$ cat src/rtl/debug_pkg.sv
// Shared debug-unit definitions: loader state encoding, end-of-program marker,
// and the word geometry also used by the data-memory dump FSM.
package debug_pkg;

  typedef enum logic [2:0] {
    ST_IDLE  = 3'd0,
    ST_RECV  = 3'd1,
    ST_SETUP = 3'd2,
    ST_WRITE = 3'd3,
    ST_DONE  = 3'd4
  } state_t;

  localparam logic [31:0] HALT_WORD      = 32'hFFFF_FFFF;
  localparam int          BYTES_PER_WORD = 4;
  localparam int          ADDR_STEP      = 4;

endpackage

$ cat src/rtl/instr_mem_loader_if.sv
// Bundle between the debug control side and the instruction-memory loader.
//
// Handshake semantics: there is no back-pressure anywhere. i_start and
// i_rx_done are single-cycle strobes; i_rx_data is valid only while i_rx_done
// is high. o_WriteDebug is a one-cycle pulse; o_DirecDebug and o_DatoDebug are
// already stable the cycle before the pulse and stay unchanged during it.
// o_state mirrors the loader FSM for observation only.
interface instr_mem_loader_if #(
  parameter int NBITS = 32
);
  import debug_pkg::*;

  logic             i_start;
  logic [7:0]       i_rx_data;
  logic             i_rx_done;
  logic [NBITS-1:0] o_DirecDebug;
  logic [NBITS-1:0] o_DatoDebug;
  logic             o_WriteDebug;
  logic             o_loading;
  logic             o_done;
  logic             o_overflow;
  logic [NBITS-1:0] o_word_count;
  state_t           o_state;

  // Debug control / UART side
  modport master (
    output i_start, i_rx_data, i_rx_done,
    input  o_DirecDebug, o_DatoDebug, o_WriteDebug, o_loading, o_done,
           o_overflow, o_word_count, o_state
  );

  // Loader side
  modport slave (
    input  i_start, i_rx_data, i_rx_done,
    output o_DirecDebug, o_DatoDebug, o_WriteDebug, o_loading, o_done,
           o_overflow, o_word_count, o_state
  );

endinterface

$ cat src/rtl/byte_word_assembler.sv
// Big-endian byte-to-word assembler with a one-byte holding register for
// bytes that arrive while the loader is busy writing the previous word.
module byte_word_assembler
  import debug_pkg::*;
(
  input  logic        clk,
  input  logic        rst_n,
  input  logic        flush,       // drop partial word and any held byte
  input  logic        accept,      // loader is collecting bytes
  input  logic        hold,        // loader busy: park an incoming byte
  input  logic [7:0]  rx_data,
  input  logic        rx_done,
  output logic        word_valid,  // combinational: 4th byte taken this cycle
  output logic [31:0] word
);

  localparam logic [1:0] LAST_BYTE = 2'(BYTES_PER_WORD - 1);

  logic [23:0] shift;
  logic [1:0]  byte_cnt;
  logic [7:0]  pend_data;
  logic        pend_valid;
  logic        take;
  logic [7:0]  take_byte;

  // Select the byte consumed this cycle; a held byte goes first.
  always_comb begin
    take      = 1'b0;
    take_byte = rx_data;
    if (accept) begin
      if (pend_valid) begin
        take      = 1'b1;
        take_byte = pend_data;
      end else if (rx_done) begin
        take      = 1'b1;
      end
    end
  end

  assign word_valid = take && (byte_cnt == LAST_BYTE);
  assign word       = {shift, take_byte};

  // Shift register, byte counter and holding register.
  always_ff @(posedge clk or negedge rst_n) begin
    if (!rst_n) begin
      shift      <= '0;
      byte_cnt   <= '0;
      pend_data  <= '0;
      pend_valid <= 1'b0;
    end else if (flush) begin
      shift      <= '0;
      byte_cnt   <= '0;
      pend_data  <= '0;
      pend_valid <= 1'b0;
    end else begin
      if (take) begin
        shift    <= {shift[15:0], take_byte};
        byte_cnt <= byte_cnt + 2'd1;  // wraps to 0 after the 4th byte
      end
      if (accept) begin
        // A fresh strobe that collides with draining the held byte is parked.
        if (pend_valid) begin
          pend_valid <= rx_done;
          if (rx_done) pend_data <= rx_data;
        end
      end else if (hold && rx_done) begin
        pend_data  <= rx_data;
        pend_valid <= 1'b1;
      end
    end
  end

endmodule

$ cat src/rtl/instr_mem_loader.sv
// Loads a program from the debug UART byte stream into instruction memory
// through its debug write port, stopping on the halt word or when full.
module instr_mem_loader #(
  parameter int               NBITS     = 32,
  parameter int               CELDAS    = 256,
  parameter logic [NBITS-1:0] HALT_WORD = debug_pkg::HALT_WORD
) (
  input logic                i_clk,
  input logic                i_reset,
  instr_mem_loader_if.slave  bus
);
  import debug_pkg::*;

  localparam logic [NBITS-1:0] STEP      = NBITS'(ADDR_STEP);
  localparam logic [NBITS-1:0] LAST_ADDR = NBITS'(CELDAS - ADDR_STEP);

  state_t           state;
  logic [NBITS-1:0] addr;
  logic [NBITS-1:0] data;
  logic [NBITS-1:0] word_count;
  logic             write;
  logic             loading;
  logic             done;
  logic             overflow;

  logic             start_ok;
  logic             is_halt;
  logic             is_full;
  logic             flush;
  logic             word_valid;
  logic [31:0]      asm_word;

  // Decisions that both the FSM and the assembler need this cycle.
  always_comb begin
    start_ok = bus.i_start && ((state == ST_IDLE) || (state == ST_DONE));
    is_halt  = (data == HALT_WORD);
    is_full  = (addr + STEP) > LAST_ADDR;
    flush    = start_ok || ((state == ST_WRITE) && (is_halt || is_full));
  end

  byte_word_assembler u_asm (
    .clk        (i_clk),
    .rst_n      (i_reset),
    .flush      (flush),
    .accept     (state == ST_RECV),
    .hold       ((state == ST_SETUP) || (state == ST_WRITE)),
    .rx_data    (bus.i_rx_data),
    .rx_done    (bus.i_rx_done),
    .word_valid (word_valid),
    .word       (asm_word)
  );

  // Loader FSM with all outputs registered.
  always_ff @(posedge i_clk or negedge i_reset) begin
    if (!i_reset) begin
      state      <= ST_IDLE;
      addr       <= '0;
      data       <= '0;
      word_count <= '0;
      write      <= 1'b0;
      loading    <= 1'b0;
      done       <= 1'b0;
      overflow   <= 1'b0;
    end else begin
      write <= 1'b0;
      case (state)
        ST_IDLE, ST_DONE: begin
          if (start_ok) begin
            state      <= ST_RECV;
            addr       <= '0;
            word_count <= '0;
            done       <= 1'b0;
            overflow   <= 1'b0;
            loading    <= 1'b1;
          end
        end
        ST_RECV: begin
          if (word_valid) begin
            data  <= NBITS'(asm_word);
            state <= ST_SETUP;
          end
        end
        ST_SETUP: begin
          write      <= 1'b1;
          word_count <= word_count + NBITS'(1);
          state      <= ST_WRITE;
        end
        ST_WRITE: begin
          if (is_halt) begin
            state    <= ST_DONE;
            done     <= 1'b1;
            loading  <= 1'b0;
            overflow <= 1'b0;
          end else if (is_full) begin
            state    <= ST_DONE;
            done     <= 1'b1;
            loading  <= 1'b0;
            overflow <= 1'b1;
          end else begin
            addr  <= addr + STEP;
            state <= ST_RECV;
          end
        end
        default: state <= ST_IDLE;
      endcase
    end
  end

  assign bus.o_DirecDebug = addr;
  assign bus.o_DatoDebug  = data;
  assign bus.o_WriteDebug = write;
  assign bus.o_loading    = loading;
  assign bus.o_done       = done;
  assign bus.o_overflow   = overflow;
  assign bus.o_word_count = word_count;
  assign bus.o_state      = state;

endmodule

$ cat src/flat_wrapper.sv
// flat-port wrapper written by rule: the top's interface ports become plain ports
module instr_mem_loader_flat import debug_pkg::*;
#(
  parameter int               NBITS     = 32,
  parameter int               CELDAS    = 256,
  parameter logic [NBITS-1:0] HALT_WORD = debug_pkg::HALT_WORD
)
  (i_clk, i_reset, bus_i_start, bus_i_rx_data, bus_i_rx_done, bus_o_DirecDebug, bus_o_DatoDebug, bus_o_WriteDebug, bus_o_loading, bus_o_done, bus_o_overflow, bus_o_word_count, bus_o_state);
  instr_mem_loader_if #(.NBITS(NBITS)) bus_i ();
  input logic i_clk;
  input logic i_reset;
  input wire logic [$bits(bus_i.i_start)-1:0] bus_i_start;
  input wire logic [$bits(bus_i.i_rx_data)-1:0] bus_i_rx_data;
  input wire logic [$bits(bus_i.i_rx_done)-1:0] bus_i_rx_done;
  output wire logic [$bits(bus_i.o_DirecDebug)-1:0] bus_o_DirecDebug;
  output wire logic [$bits(bus_i.o_DatoDebug)-1:0] bus_o_DatoDebug;
  output wire logic [$bits(bus_i.o_WriteDebug)-1:0] bus_o_WriteDebug;
  output wire logic [$bits(bus_i.o_loading)-1:0] bus_o_loading;
  output wire logic [$bits(bus_i.o_done)-1:0] bus_o_done;
  output wire logic [$bits(bus_i.o_overflow)-1:0] bus_o_overflow;
  output wire logic [$bits(bus_i.o_word_count)-1:0] bus_o_word_count;
  output wire logic [$bits(bus_i.o_state)-1:0] bus_o_state;
  assign bus_i.i_start = bus_i_start;
  assign bus_i.i_rx_data = bus_i_rx_data;
  assign bus_i.i_rx_done = bus_i_rx_done;
  assign bus_o_DirecDebug = bus_i.o_DirecDebug;
  assign bus_o_DatoDebug = bus_i.o_DatoDebug;
  assign bus_o_WriteDebug = bus_i.o_WriteDebug;
  assign bus_o_loading = bus_i.o_loading;
  assign bus_o_done = bus_i.o_done;
  assign bus_o_overflow = bus_i.o_overflow;
  assign bus_o_word_count = bus_i.o_word_count;
  assign bus_o_state = bus_i.o_state;
  instr_mem_loader #(.NBITS(NBITS), .CELDAS(CELDAS), .HALT_WORD(HALT_WORD)) u_core (.i_clk(i_clk), .i_reset(i_reset), .bus(bus_i));
endmodule
$ cat config.mk
export PLATFORM = sky130hd
export DESIGN_NAME = instr_mem_loader_flat
export DESIGN_NICKNAME = d
export VERILOG_FILES = /design/src/rtl/debug_pkg.sv /design/src/rtl/instr_mem_loader_if.sv /design/src/rtl/byte_word_assembler.sv /design/src/rtl/instr_mem_loader.sv /design/src/flat_wrapper.sv
export SDC_FILE = /design/constraint.sdc
export NUM_CORES = 1
export LEC_CHECK = 0
export CORE_MARGIN = 3
export CORE_UTILIZATION = 35
export CTS_CLUSTER_SIZE = 28
export DETAILED_ROUTE_END_ITERATION = 6
export GPL_ROUTABILITY_DRIVEN = 0
export SLEW_MARGIN = 0
export SYNTH_ARGS = -nofsm -noshare
export SYNTH_HDL_FRONTEND = slang
export SYNTH_SLANG_ARGS = --single-unit
$ cat constraint.sdc
create_clock -name i_clk -period 3.71 [get_ports i_clk]
set_input_delay 0.5565 -clock i_clk [delete_from_list [all_inputs] [get_ports i_clk]]
set_output_delay 0.5565 -clock i_clk [all_outputs]
set_load 0.03 [all_outputs]
* After elaboration in Yosys (flattened, before gate mapping)
Cells that the tools add are included.
Widths: inputs -> output; s select.
** Word-level totals
- Register bits after elaboration :: 138
- Bits of input ports :: 12
- Logic and storage cells :: 88
- Output and inout port bits :: 103
** Cells by class
- Reduce and logical (&&, ||, !) cells :: 20
- $add $sub $neg :: 3
- $lt $le $gt $ge :: 1
- Multiplexer cells :: 39
- Equality and inequality tests :: 13
** Operators with widths (number)
- $pmux 32 s2 :: 2
- $mux 32 :: 3
- $mux 8 :: 7
- $mux 24 :: 2
- $add 32x1->32 const B :: 1
- $add 32x3->32 const B :: 1
- $eq 32x32->1 const B :: 1
- $gt 32x8->1 const B :: 1
- $mux 1 :: 15
- $mux 3 :: 4
- $pmux 3 s4 :: 1
- $eq 3x2->1 const B :: 2
- $ne 3x1->1 const B :: 2
- $pmux 1 s2 :: 3
- $reduce_and 2->1 :: 3
- $reduce_and 3->1 :: 2
- $reduce_bool 2->1 :: 3
- $logic_and 1x1->1 :: 4
- $logic_or 1x1->1 :: 4
- $mux 2 :: 2
- $ne 2x1->1 const B :: 2
- $ne 2x2->1 const B :: 2
- $reduce_and 4->1 :: 1
- $eq 3x1->1 const B :: 1
- 7 further kinds :: 7

* Logic depth before layout (Yosys ltp)
Gate-level depths: netlist of run 1.
- Depth in word-level cells :: 7
- Gate-level depth with buffers :: 11
- Mapped depth without buffers :: 9

* Modules after synthesis
From an unflattened synthesis of run 1, not the netlist that was laid out.
** Second synthesis, totals
- Cells, all modules :: 614
- Area, all modules :: 6394.9 um^2
** Modules (own cells, without submodules)
- instr_mem_loader :: cells an instance 464, area an instance 4862.2 um^2, times used 1
- byte_word_assembler :: cells an instance 150, area an instance 1532.7 um^2, times used 1

* Worst setup path before layout of run 1
No wires, ideal clock.
- Kind :: flip-flop to flip-flop
- Start :: reg u_core.addr[2] (netlist: u_core.bus.o_DirecDebug[2])
- End :: reg u_core.addr[12] (netlist: u_core.bus.o_DirecDebug[12])
- Path slack :: 0.852 ns
- Buffers on the path :: 1
- Required time :: 3.573 ns
- Stages on the path, launching flop included :: 10
- Period minus slack after synthesis :: 2.858 ns
- Arrival time :: 2.721 ns
- Path through :: dfrtp_1 ha_1 nand4_1 or2_1 o31a_1 a221oi_2 nand4_2 nor4_4 buf_2 nor3b_1
** On the way
- Cells in the longest elaborated chain, start to end :: 4
- Elaborated cells between the ends (all ways) :: 7
- Those cells by class :: add/sub: 1; order compare: 1; eq/ne: 1; mux: 3; reduce/logical: 1
** Ends and longest elaborated chain
- start, declared :: line instr_mem_loader.sv:18 : logic [NBITS-1:0] addr;
- start signal, assigned :: line instr_mem_loader.sv:100 : addr <= addr + STEP;
- $add 32x3->32 (*) :: line instr_mem_loader.sv:37, instr_mem_loader.sv:100
- $gt 32x8->1 / $mux 32 (equally long branches) :: line instr_mem_loader.sv:37, instr_mem_loader.sv:94
- $ne 2x2->1 (no source line) / $mux 32 (equally long branches)
- $reduce_and 4->1 (no source line) / $pmux 32 s2 (equally long branches)
Every way passes the cells marked *; elsewhere a longest branch is shown, timed or not. The select of a mux whose other input is x is not followed.
A chain may end at the register's enable or synchronous reset.

* Worst setup path in the final report of run 1
- Start :: reg u_core.addr[2] (netlist: u_core.bus.o_DirecDebug[2])
- End :: reg u_core.u_asm.pend_data[6]
** On the way
- Cells in the longest elaborated chain, start to end :: 7
- Elaborated cells between the ends (all ways) :: 10
- Those cells by class :: add/sub: 1; order compare: 1; eq/ne: 2; mux: 1; reduce/logical: 5
** Ends and longest elaborated chain
- $add 32x3->32 (*) :: line instr_mem_loader.sv:37 : is_full = (addr + STEP) > LAST_ADDR;
- $gt 32x8->1 (*) :: line instr_mem_loader.sv:37
- $logic_or 1x1->1 (*) :: line instr_mem_loader.sv:38 : flush = start_ok || ((state == ST_WRITE) && (is_halt || is_full));
- $logic_and 1x1->1 (*) :: line instr_mem_loader.sv:38
- $logic_or 1x1->1 (*) :: line instr_mem_loader.sv:38
- $ne 3x1->1 (no source line), or another cell as far along
- $reduce_and 3->1 (no source line)
- end signal, assigned :: line byte_word_assembler.sv:64 : if (rx_done) pend_data <= rx_data;
- end signal, assigned :: line byte_word_assembler.sv:67 : pend_data <= rx_data;
- end, declared :: line byte_word_assembler.sv:21 : logic [7:0] pend_data;
Every way passes the cells marked *; elsewhere a longest branch is shown, timed or not.

==> summary.md, run 1 <==
| Metric | Value |
|---|---|
| Most common flop cell mapped by yosys | sky130_fd_sc_hd__dfrtp_1 |
| Flop and latch count out of synthesis | 136 |
| Fmax achieved | 309 MHz |
| Critical path arrival | 3510 ps |
| Number of buffers created by CTS | 17 |
| Final period utilization | 87.1% |
| Count of antenna diodes in the layout | 0 |
| Result of the run | finished clean |
| Total global routing overflow | 0 |
| Internal | 3.49 mW |
| Worst VDD drop | 570 µV |
| Placeable Area | 18000 µm² |
| Post-synthesis instance area | 6460 µm² |
| Tmin final | 3230 ps |
| Global-route wire length before repair | 27.0 mm |
| Data required time of the worst path | 3990 ps |
| Cell count after synthesis | 605 |
| Leakage power | 3.63 nW |
| Via density | 5.31 |
| Transition at the pin with the smallest max-transition slack | 1210 ps |
| Total power | 5.47 mW |
| Routed length per placed instance | 16.8 µm |
| Depth of the CTS H-tree | 4 |
| Switching share of power | 36.1% |
| Async set-reset flop share out of synthesis | 100% |
| Sort of element at the end of the critical path | flip-flop |
| Max-slew headroom at the worst pin | 19.4% |
| Setup repair after global routing missed its margin | no |
| Std cell rows | 49 |
| Worst setup skew after layout | 8.01 ps |
| Count of port buffers added during placement | 112 |
| Cell types occupying the most area after synthesis | sky130_fd_sc_hd__dfrtp_1 53%, sky130_fd_sc_hd__mux2i_1 8.2%, sky130_fd_sc_hd__mux2_2 4.4% |
| Sequential cell area fraction in the yosys report | 52.6% |
| Count of flip-flops with a built-in enable after synthesis | 0 |
| Number of DRC markers after the initial detailed-route iteration | 240 |
| Antenna violations before repair | 1 |
| Later-pin clock latency in the skew report | 420 ps |
| Maximum buffer depth of the clock tree | 2 |
| Initial core utilization | 35.9% |
| Beginning of the worst register-to-register path | u_core.bus.o_DirecDebug[2]$_DFFE_PN0P_ |
| Count of antenna-violating nets left after detailed routing | 0 |
| Post-cts resize count | 0 |
| Die boundary width | 142 µm |
| Number of nets in the finished design | 730 |
| Clock transition at the registers of the reported paths | 60 ps |
| Max capacitance violation total | 0 |
| Setup Crit Path Kind | flip-flop to flip-flop |
| Layout cells sized above 1 | 11.6% |
| Part of the power in combinational logic | 30.4% |
| Clock tree root driver cell | sky130_fd_sc_hd__clkbuf_16 |
| Number of filler instances in the final layout | 1704 |
| Worst min path class | input pin to async pin |
| Total power density per cell area | 651 nW/µm² |
| Crit path launch type | flip-flop |
| Maximum fanout encountered on the critical timing path | 28 |
| Aggregate global-route resource usage | 16.4% |
| Library cell with the largest summed area after synthesis | sky130_fd_sc_hd__dfrtp_1 |
| Power dissipated by switching net loads | 1.97 mW |
| Commonest cells in the synthesized netlist | 136 x sky130_fd_sc_hd__dfrtp_1, 64 x sky130_fd_sc_hd__nand2_1, 53 x sky130_fd_sc_hd__mux2i_1, 43 x sky130_fd_sc_hd__o21ai_0, 33 x sky130_fd_sc_hd__nor3_1 |
| Average instance area after synthesis | 10.7 µm² |
| Clock group share of total power | 30.7% |
| Growth of design area from synthesis to finish | 29.8% |
| Die boundary height | 142 µm |
| Synth top area share | 52.6% |
| Setup Fix Bufs, Post-CTS | 0 |
| Number of top-level pins | 115 |
| First-pass DRT Iterations | 4 |
| Setup TNS after final layout | 0 ps |
| Setup violation total in the final timing report | 0 |
| Clk sink count | 136 |
| Final Hold Vio Count | 0 |
| Post-detailed-route DRC marker count | 0 |
| HPWL reported at the end of detailed placement | 11.2 mm |
| Crit path from | u_core.bus.o_DirecDebug[2]$_DFFE_PN0P_ |
| Top-count cell post-synth | sky130_fd_sc_hd__dfrtp_1 |
| Cts-stage hold buffer count | 0 |
| Final slew viol count | 0 |
| Total vias in the final route | 5072 |
| Number of library cell types mapped by synthesis | 54 |
| Total Die Area | 20100 µm² |
| CTS tree | yes |
| Synthesis Warnings | 0 |
| Via count of the first global-routing pass | 5222 |
| Pin count of the biggest net entering global routing | 117 |
| Final wirelength | 16.1 mm |
| Sequential power share | 38.9% |
[registers in the layout, indices dropped and copies added (netlist names)]
signal,flops
u_core.bus.o_loading,1
u_core.bus.o_DatoDebug,32
u_core.bus.o_WriteDebug,1
u_core.u_asm.shift,24
u_core.u_asm.byte_cnt,2
u_core.bus.o_overflow,1
u_core.bus.o_DirecDebug,30
u_core.bus.o_done,1
u_core.u_asm.pend_valid,1
u_core.bus.o_word_count,32
u_core.u_asm.pend_data,8
u_core.bus.o_state,3
[power by group through the flow]
stage	sequential (mW)	combinational [mW]	clock, mW
2_1_floorplan	2.42	0.734	0
3_3_place_gp	2.13	1.65	0
3_5_place_dp	2.16	1.68	0
4_1_cts	2.13	1.69	1.72
5_1_grt	2.18	1.81	1.79
6_report	2.13	1.66	1.68
[area by class of cell]
type	instances	area, µm²	share of cell area (%)
Sequential cell	136	3400	40.5
Multi-Input combinational cell	430	2890	34.5
Timing Repair Buffer	120	1180	14.1
Clock buffer	18	439	5.23
Tap cell	229	287	3.41
Clock inverter	14	156	1.86
Inverter	9	33.8	0.403
[critical path, cell delays in order, from the launching register on]
cell,delay [ps]
sky130_fd_sc_hd__dfrtp_1,460
sky130_fd_sc_hd__ha_1,250
sky130_fd_sc_hd__nand4_1,190
sky130_fd_sc_hd__nor2_1,360
sky130_fd_sc_hd__a311oi_1,150
sky130_fd_sc_hd__a41o_1,270
sky130_fd_sc_hd__o211ai_1,360
sky130_fd_sc_hd__o31a_1,510
sky130_fd_sc_hd__buf_4,440
sky130_fd_sc_hd__nor3_1,100
[placed cells by master, fill, tap and decap left out, drive strengths merged, types with 3 or more instances in the layout]
cell             n
xor2             4
and4             6
clkinv           4
inv             16
clkdlybuf4s50  111
xnor2            5
dfrtp          136
nand2           64
nor4            10
clkbuf          18
mux2i           53
and2             4
nand2b           7
nor3b           22
nand4           25
nor2            18
a211o            3
buf              9
mux2            25
and3            17
nor3            42
nor2b            4
o21ai           43
nand3           30
ha               4
o31ai            3
o211ai           4
a21oi            8
[cells by family after synthesis]
logic type                 after synthesis  synth area share, %
buffers and inverters                   40                 2.77
and+or+nand+nor                        257                 22.3
adders and majority gates                4                0.774
DFF                                    136                 52.6
muxes                                   78                 12.6
other                                    1               0.0580
AOI/OAI and AO/OA                       80                 7.68
xor gates and xnor gates                 9                 1.22
[final timing paths]
| check | endpoint | slack (ps) | cells past startpoint |
|---|---|---|---|
| worst min register to register | u_core.bus.o_word_count[31]$_DFFE_PN0P_ | 480 | 1 |
| min in group i_clk | u_core.bus.o_word_count[31]$_DFFE_PN0P_ | 480 | 1 |
| worst max-delay path | u_core.u_asm.pend_data[6]$_DFFE_PN0P_ | 480 | 9 |
| worst min-delay path | u_core.bus.o_word_count[5]$_DFFE_PN0P_ | 290 | 1 |
| max in group asynchronous | u_core.bus.o_word_count[18]$_DFFE_PN0P_ | 2500 | 2 |
| worst max register to register | u_core.u_asm.pend_data[6]$_DFFE_PN0P_ | 480 | 9 |
[layer usage]
metal	vias up	part of all wire [%]	global-route usage (%)
met5	-	0.081	0
met4	2	1.0	3.94
met3	17	5.1	5.16
met2	106	48	27.4
met1	2516	45	21.0
li1	2431	-	-
[per-stage QoR]
stage | hold slack (ps) | instance area, µm² | worst slack (ps) | std cells | util (%)
floorplan | 261 | 6470 | 852 | 606 | -
global placement | 461 | 7800 | 608 | 924 | 43.3
detailed placement | 471 | 7800 | 486 | 924 | 43.3
CTS | 360 | 8390 | 467 | 956 | 46.6
global route | 381 | 8390 | 201 | 956 | 46.6
finish | 291 | 8390 | 477 | 956 | 46.6
(Power assumes the default switching activity.)
==> run 2, diff against run 1 <==
--- a/config.mk
+++ b/config.mk
@@ -9,7 +9,7 @@
 export CORE_UTILIZATION = 35
 export CTS_CLUSTER_SIZE = 28
 export DETAILED_ROUTE_END_ITERATION = 6
-export GPL_ROUTABILITY_DRIVEN = 0
+export PLACE_DENSITY = 0.59
 export SLEW_MARGIN = 0
 export SYNTH_ARGS = -nofsm -noshare
 export SYNTH_HDL_FRONTEND = slang
==> constraint.sdc (replaced) <==
create_clock -name i_clk -period 2.96 [get_ports i_clk]
set_input_delay 0.444 -clock i_clk [delete_from_list [all_inputs] [get_ports i_clk]]
set_output_delay 0.444 -clock i_clk [all_outputs]
set_load 0.03 [all_outputs]
==> run 2 against run 1 <==
Effect of this change: non-clock buffer count rose by 13; flip-flop and latch count did not move; sequential share of layout area fell by 0.84 points; combinational power rose by 31%; setup slack got worse by 300 ps; clock power rose by 25%.
==> summary.md, run 2 (synthesis results as in run 1) <==
| Metric | Value |
|---|---|
| Setup repair after global routing missed its margin | yes |
| Pin count of the biggest net entering global routing | 75 (-36%) |
| Die boundary height | 142 µm (unchanged) |
| CP bufs+invs | 4 (+3) |
| Via density | 5.29 (-0.34%) |
| Number of placed instances with taps included | 933 (+0.97%) |
| Die boundary width | 142 µm (unchanged) |
| Crit path from | u_core.bus.o_DirecDebug[12]$_DFFE_PN0P_ |
| Post-detailed-route DRC marker count | 0 (unchanged) |
| Cell class contributing the biggest share of worst-path delay | simple AND/OR/NAND/NOR gates |
| Initial core utilization | 35.9% (unchanged) |
| Setup TNS after final layout | 0 ps (unchanged) |
| Cts-stage hold buffer count | 0 (unchanged) |
| Maximum buffer depth of the clock tree | 2 (unchanged) |
| Setup Crit Path Kind | flip-flop to flip-flop |
| Number of top-level pins | 115 (unchanged) |
| Aggregate global-route resource usage | 16.6% (+0.19 points) |
| Via count of the first global-routing pass | 5254 (+0.61%) |
| Number of nets in the finished design | 743 (+1.8%) |
| Number of DRC markers after the initial detailed-route iteration | 266 (+11%) |
| Final Hold Vio Count | 0 (unchanged) |
| Slowest cell on the critical path | sky130_fd_sc_hd__dfrtp_1 |
| Data required time of the worst path | 3290 ps (-700 ps) |
| Global-route wire length before repair | 27.2 mm (+0.79%) |
| Std cell rows | 49 (unchanged) |
| Beginning of the worst register-to-register path | u_core.bus.o_DirecDebug[12]$_DFFE_PN0P_ |
| CTS tree | yes |
| Placeable Area | 18000 µm² (unchanged) |
| Later-pin clock latency in the skew report | 410 ps (about the same) |
| Most frequent standard cell in the layout excluding fill and tap cells | sky130_fd_sc_hd__dfrtp_1 |
| Depth of the CTS H-tree | 4 (unchanged) |
| Fmax achieved | 359 MHz (+16%) |
| Worst min path class | input pin to async pin |
| Clock transition at the registers of the reported paths | 60 ps (about the same) |
| Final non-filler cell total | 968 (+1.3%) |
| Tmin final | 2780 ps (-450 ps) |
| Critical path arrival | 3110 ps (-400 ps) |
| Layout cells sized above 1 | 13.9% (+2.4 points) |
| Setup violation total in the final timing report | 0 (unchanged) |
| Clk sink count | 136 (unchanged) |
| Worst setup skew after layout | 8.90 ps (+0.888 ps) |
| Final slew viol count | 0 (unchanged) |
| Total power density per cell area | 808 nW/µm² (+24%) |
| Crit path launch type | flip-flop |
| Total vias in the final route | 5118 (+0.91%) |
| Count of antenna-violating nets left after detailed routing | 0 (unchanged) |
| Maximum fanout encountered on the critical timing path | 13 (-54%) |
| Count of antenna diodes in the layout | 0 (unchanged) |
| Final wirelength | 16.3 mm (+1.3%) |
| Worst VDD drop | 604 µV (+6.0%) |
| Growth of design area from synthesis to finish | 32.6% |
| First-pass DRT Iterations | 4 (unchanged) |
| Number of buffers created by CTS | 17 (unchanged) |
| Longest individual stage delay on the worst path | 440 ps (-70 ps) |
| Leakage power | 3.74 nW (+2.9%) |
| Sort of element at the end of the critical path | flip-flop |
| Cell with the most instances on the worst path | sky130_fd_sc_hd__buf_4 |
| Count of port buffers added during placement | 112 (unchanged) |
| Routed length per placed instance | 16.8 µm (about the same) |
| Transition at the pin with the smallest max-transition slack | 878 ps (-328 ps) |
| Max capacitance violation total | 0 (unchanged) |
| Total Die Area | 20100 µm² (unchanged) |
| Total global routing overflow | 0 (unchanged) |
| Commonest cells after routing, fill and taps aside | 135 x sky130_fd_sc_hd__dfrtp_1, 111 x sky130_fd_sc_hd__clkdlybuf4s50_1, 64 x sky130_fd_sc_hd__nand2_1, 53 x sky130_fd_sc_hd__mux2i_1, 43 x sky130_fd_sc_hd__o21ai_0 |
| List of cells traversed by the critical path | and4_2 > nand4_1 > buf_4 > nor4_1 > and4_2 > o211ai_1 > buf_4 > nor4_4 > buf_4 > buf_12 > mux2i_1 |
| Final weighted congestion in routability-driven placement | 0.849 |
| HPWL reported at the end of detailed placement | 11.4 mm (+1.9%) |
| Clock tree root driver cell | sky130_fd_sc_hd__clkbuf_16 |
| Max-slew headroom at the worst pin | 41.3% (+22 points) |
| Final period utilization | 94.0% (+6.9 points) |
| Result of the run | finished clean |
| Antenna violations before repair | 0 (-1) |
run 2: per-layer routing:
layer / part of all wire, % / wire, µm / track usage [%]
met1: 45 / 7380 / 21.9
met2: 48 / 7900 / 26.9
met3: 4.8 / 790 / 4.31
met4: 1.3 / 219 / 5.45
met5: 0 / 0 / 0
run 2: area by class of cell:
class | count | area, µm²
fillers | 1705 | 9450
flip-flops and latches | 136 | 3400
multi-input cells | 430 | 2930
repair buffers | 133 | 1340
clock buffers | 22 | 454
well taps | 229 | 287
clock inverters | 9 | 125
inverters | 9 | 33.8
run 2: stage by stage:
stage / instance area [µm²] / total power, mW / utilization [%] / setup slack, ps / hold WS [ps]
2_1_floorplan: 6470 / 3.95 / - / 102 / 148
3_3_place_gp: 7900 / 4.79 / 43.8 / 199 / 468
3_5_place_dp: 7900 / 4.86 / 43.8 / 111 / 469
4_1_cts: 8480 / 6.98 / 47.1 / 19.2 / 76.3
5_1_grt: 8570 / 7.31 / 47.6 / -10.1 / 108
6_report: 8570 / 6.93 / 47.6 / 177 / 40.6
run 2: path summary, 6_finish.rpt:
| kind | cells past startpoint | endpoint | slack, ps |
|---|---|---|---|
| max | 11 | u_core.bus.o_DirecDebug[3]$_DFFE_PN0P_ | 180 |
| min | 1 | u_core.bus.o_DatoDebug[26]$_DFFE_PN0P_ | 40 |
| max reg2reg | 11 | u_core.bus.o_DirecDebug[3]$_DFFE_PN0P_ | 180 |
| min reg2reg | 1 | u_core.bus.o_word_count[31]$_DFFE_PN0P_ | 480 |
| max in group asynchronous | 2 | u_core.bus.o_DatoDebug[5]$_DFFE_PN0P_ | 2180 |
| min in group i_clk | 1 | u_core.bus.o_word_count[31]$_DFFE_PN0P_ | 480 |
run 2: what timing repair did:
| item | CTS | global route |
|---|---|---|
| setup endpoints to repair | 0 | 65 |
| buffers inserted | 0 | 3 |
| resized for setup | 0 | 12 |
run 2: where the power goes:
part	switching [mW]	total (mW)	internal, mW
clock	0.765	2.10	1.34
sequential	0.374	2.66	2.28
combinational	1.23	2.17	0.939
total	2.37	6.93	4.56
run 2: worst register-to-register path: stages (launching register included):
cell                       delay [ps]
sky130_fd_sc_hd__dfrtp_1          440
sky130_fd_sc_hd__and4_2           310
sky130_fd_sc_hd__nand4_1          230
sky130_fd_sc_hd__buf_4            220
sky130_fd_sc_hd__nor4_1           190
sky130_fd_sc_hd__and4_2           290
sky130_fd_sc_hd__o211ai_1         100
sky130_fd_sc_hd__buf_4            170
sky130_fd_sc_hd__nor4_4           230
sky130_fd_sc_hd__buf_4            180
sky130_fd_sc_hd__buf_12           150
sky130_fd_sc_hd__mux2i_1          200
==> run 3, diff against run 2 <==
--- a/config.mk
+++ b/config.mk
@@ -9,7 +9,7 @@
 export CORE_UTILIZATION = 35
 export CTS_CLUSTER_SIZE = 28
 export DETAILED_ROUTE_END_ITERATION = 6
-export PLACE_DENSITY = 0.59
+export PLACE_DENSITY = 0.57
 export SLEW_MARGIN = 0
 export SYNTH_ARGS = -nofsm -noshare
 export SYNTH_HDL_FRONTEND = slang
==> constraint.sdc (replaced) <==
create_clock -name i_clk -period 2.7 [get_ports i_clk]
set_input_delay 0.405 -clock i_clk [delete_from_list [all_inputs] [get_ports i_clk]]
set_output_delay 0.405 -clock i_clk [all_outputs]
set_load 0.03 [all_outputs]
==> run 3 against run 2 <==
Effect of this change: critical path depth decreased by 1; die area unchanged; largest cell class unchanged; critical endpoint is now u_core.bus.o_DirecDebug[27]$_DFFE_PN0P_; clock power increased by 9%.
==> summary.md, run 3 (synthesis results as in run 1) <==
| Metric | Value |
|---|---|
| Worst setup skew after layout | 8.99 ps (+0.0928 ps) |
| Result of the run | finished clean |
| Met1 routed wirelength after detailed routing | 7.70 mm (+4.3%) |
| Part of the power in combinational logic | 32.7% (+1.4 points) |
| Sort of element at the end of the critical path | flip-flop |
| Clock tree root driver cell | sky130_fd_sc_hd__clkbuf_16 |
| Setup Crit Path Kind | flip-flop to flip-flop |
| Area occupied by multi-input gates | 3080 µm² (+5.0%) |
| Via count of the first global-routing pass | 5292 (+0.72%) |
| Die boundary height | 142 µm (unchanged) |
| Global-route wire length before repair | 27.1 mm (-0.43%) |
| Maximum fanout encountered on the critical timing path | 7 (-6) |
| Number of nets in the finished design | 784 (+5.5%) |
| Worst hold slack | 1.02 ps (-39.6 ps) |
| Number of buffers created by CTS | 17 (unchanged) |
| Final wirelength | 17.3 mm (+6.3%) |
| Pin count of the biggest net entering global routing | 76 (+1.3%) |
| Top routing layer in use | met4 |
| Worst min path class | input pin to async pin |
| Antenna violations before repair | 0 (unchanged) |
| Total Die Area | 20100 µm² (unchanged) |
| Storage element area | 3410 µm² (+0.22%) |
| Total cell area at the placement stage | 8150 µm² (+3.1%) |
| Growth of design area from synthesis to finish | 40.5% |
| Post-detailed-route DRC marker count | 0 (unchanged) |
| Clock group share of total power | 29.6% (-0.7 points) |
| Cell count of the worst reg-to-reg path | 10 (-1) |
| Max capacitance violation total | 0 (unchanged) |
| Clock transition at the registers of the reported paths | 60 ps (about the same) |
| Clk sink count | 136 (unchanged) |
| Std cell rows | 49 (unchanged) |
| Total vias in the final route | 5421 (+5.9%) |
| Final design instance area without fill | 9080 µm² (+5.9%) |
| Setup violation total in the final timing report | 0 (unchanged) |
| HPWL reported at the end of detailed placement | 11.7 mm (+2.9%) |
| Worst VDD drop | 578 µV (-4.3%) |
| Later-pin clock latency in the skew report | 420 ps (about the same) |
| Count of antenna diodes in the layout | 0 (unchanged) |
| Maximum buffer depth of the clock tree | 2 (unchanged) |
| Layout cells sized above 1 | 21.5% (+7.6 points) |
| Internal | 4.97 mW (+8.9%) |
| Number of top-level pins | 115 (unchanged) |
| Commonest cells after routing, fill and taps aside | 129 x sky130_fd_sc_hd__dfrtp_1, 111 x sky130_fd_sc_hd__clkdlybuf4s50_1, 64 x sky130_fd_sc_hd__nand2_1, 53 x sky130_fd_sc_hd__mux2i_1, 51 x sky130_fd_sc_hd__buf_4 |
| Fmax achieved | 372 MHz (+3.7%) |
| Data required time of the worst path | 2990 ps (-300 ps) |
| Total power density per cell area | 847 nW/µm² (+4.8%) |
| Count of antenna-violating nets left after detailed routing | 0 (unchanged) |
| Total global routing overflow | 0 (unchanged) |
| Routed length per placed instance | 17.2 µm (+1.9%) |
| Via density | 5.37 (+1.5%) |
| First-pass DRT Iterations | 5 (+1) |
| Cts-stage hold buffer count | 0 (unchanged) |
| Die boundary width | 142 µm (unchanged) |
| Met2 wire length | 8.50 mm (+7.6%) |
| Aggregate global-route resource usage | 16.7% (+0.035 points) |
| Crit path launch type | flip-flop |
| Max-slew headroom at the worst pin | 51.8% (+10 points) |
| Wire length on met3 | 890 µm (+13%) |
| Tmin final | 2680 ps (-98.2 ps) |
| Sequential power share | 37.6% (-0.8 points) |
| Power dissipated by switching net loads | 2.73 mW (+15%) |
| Depth of the CTS H-tree | 4 (unchanged) |
| Setup repair after global routing missed its margin | yes |
| CTS tree | yes |
| Final period utilization | 99.4% (+5.4 points) |
| Final slew viol count | 0 (unchanged) |
| Critical path arrival | 2970 ps (-140 ps) |
| Count of port buffers added during placement | 112 (unchanged) |
| Initial core utilization | 35.9% (unchanged) |
| Final weighted congestion in routability-driven placement | 0.846 (-0.31%) |
| Placeable Area | 18000 µm² (unchanged) |
| Transition at the pin with the smallest max-transition slack | 723 ps (-154 ps) |
| Leakage power | 4.01 nW (+7.3%) |
| Switching share of power | 35.5% (+1.2 points) |
| Number of filler instances in the final layout | 1590 (-6.7%) |
| Final Hold Vio Count | 0 (unchanged) |
| Most frequent standard cell in the layout excluding fill and tap cells | sky130_fd_sc_hd__dfrtp_1 |
| Number of DRC markers after the initial detailed-route iteration | 267 (+0.38%) |
==> run 3: cell count changes in the layout (fill, tap and decap cells not counted), moves of 3 or more <==
cell / change
sky130_fd_sc_hd__inv_6: +3
sky130_fd_sc_hd__buf_4: +35
sky130_fd_sc_hd__nor3_2: +7
sky130_fd_sc_hd__dfrtp_1: -6
sky130_fd_sc_hd__dfrtp_2: +6
sky130_fd_sc_hd__nor3_1: -8
sky130_fd_sc_hd__buf_6: +3
sky130_fd_sc_hd__nor4_1: -3
sky130_fd_sc_hd__clkbuf_1: -3
==> run 3: layout make-up <==
type	count	share of cell area [%]
Sequential cell	136	37.6
Inverter	9	0.372
Tap cell	229	3.15
Multi-Input combinational cell	430	33.9
Timing Repair Buffer	174	18.7
Clock buffer	18	4.72
Clock inverter	14	1.64
==> run 3: path summary, 6_finish.rpt <==
kind / slack (ps) / to / start
max in group asynchronous: 1970 / u_core.bus.o_DatoDebug[16]$_DFFE_PN0P_ / i_reset
hold / removal: 1 / u_core.bus.o_DatoDebug[17]$_DFFE_PN0P_ / i_reset
setup / recovery: 20 / u_core.bus.o_DirecDebug[27]$_DFFE_PN0P_ / u_core.bus.o_DirecDebug[2]$_DFFE_PN0P_
setup reg to reg: 20 / u_core.bus.o_DirecDebug[27]$_DFFE_PN0P_ / u_core.bus.o_DirecDebug[2]$_DFFE_PN0P_
hold reg to reg: 480 / u_core.bus.o_word_count[31]$_DFFE_PN0P_ / u_core.bus.o_word_count[31]$_DFFE_PN0P_
min in group i_clk: 480 / u_core.bus.o_word_count[31]$_DFFE_PN0P_ / u_core.bus.o_word_count[31]$_DFFE_PN0P_
==> run 3: stage by stage <==
step	worst slack, ps	setup TNS [ps]	utilization [%]	power, mW	cells
2_1_floorplan	30.6	0	-	4.34	606
3_3_place_gp	57.2	0	45.2	5.31	962
3_5_place_dp	9.06	0	45.2	5.37	962
4_1_cts	7.87	0	48.5	7.68	994
5_1_grt	-141	-6360	50.4	8.10	1010
6_report	15.0	0	50.4	7.70	1010
==> run 3: power by group through the flow <==
stage / Sequential (mW) / Clock (mW) / Combinational [mW]
4_1_cts: 2.90 / 2.33 / 2.45
2_1_floorplan: 3.33 / 0 / 1.01
6_report: 2.90 / 2.28 / 2.52
5_1_grt: 2.96 / 2.41 / 2.73
3_3_place_gp: 2.91 / 0 / 2.39
3_5_place_dp: 2.93 / 0 / 2.44
==> run 3: repair_timing <==
item,in CTS,in global routing
buffers inserted,0,12
setup endpoints to repair,12,44
pin swaps,0,15
cloned,0,4
gates resized for setup,2,39
==> run 3: worst max-delay path, cell delays in order (launching register included) <==
cell                        delay, ps
sky130_fd_sc_hd__dfrtp_2          390
sky130_fd_sc_hd__ha_4             150
sky130_fd_sc_hd__nand4_1          210
sky130_fd_sc_hd__nor2_2           280
sky130_fd_sc_hd__o2111ai_1        180
sky130_fd_sc_hd__a221oi_2         370
sky130_fd_sc_hd__nand4_4          180
sky130_fd_sc_hd__nor4_4           390
sky130_fd_sc_hd__buf_4            210
sky130_fd_sc_hd__clkbuf_16        150
sky130_fd_sc_hd__nor3b_1           50
==> run 3: routing by layer <==
layer / up-vias / GRT usage (%)
li1: 2538 / -
met1: 2716 / 21.4
met2: 149 / 27.5
met3: 18 / 4.25
met4: 0 / 5.81
met5: - / 0
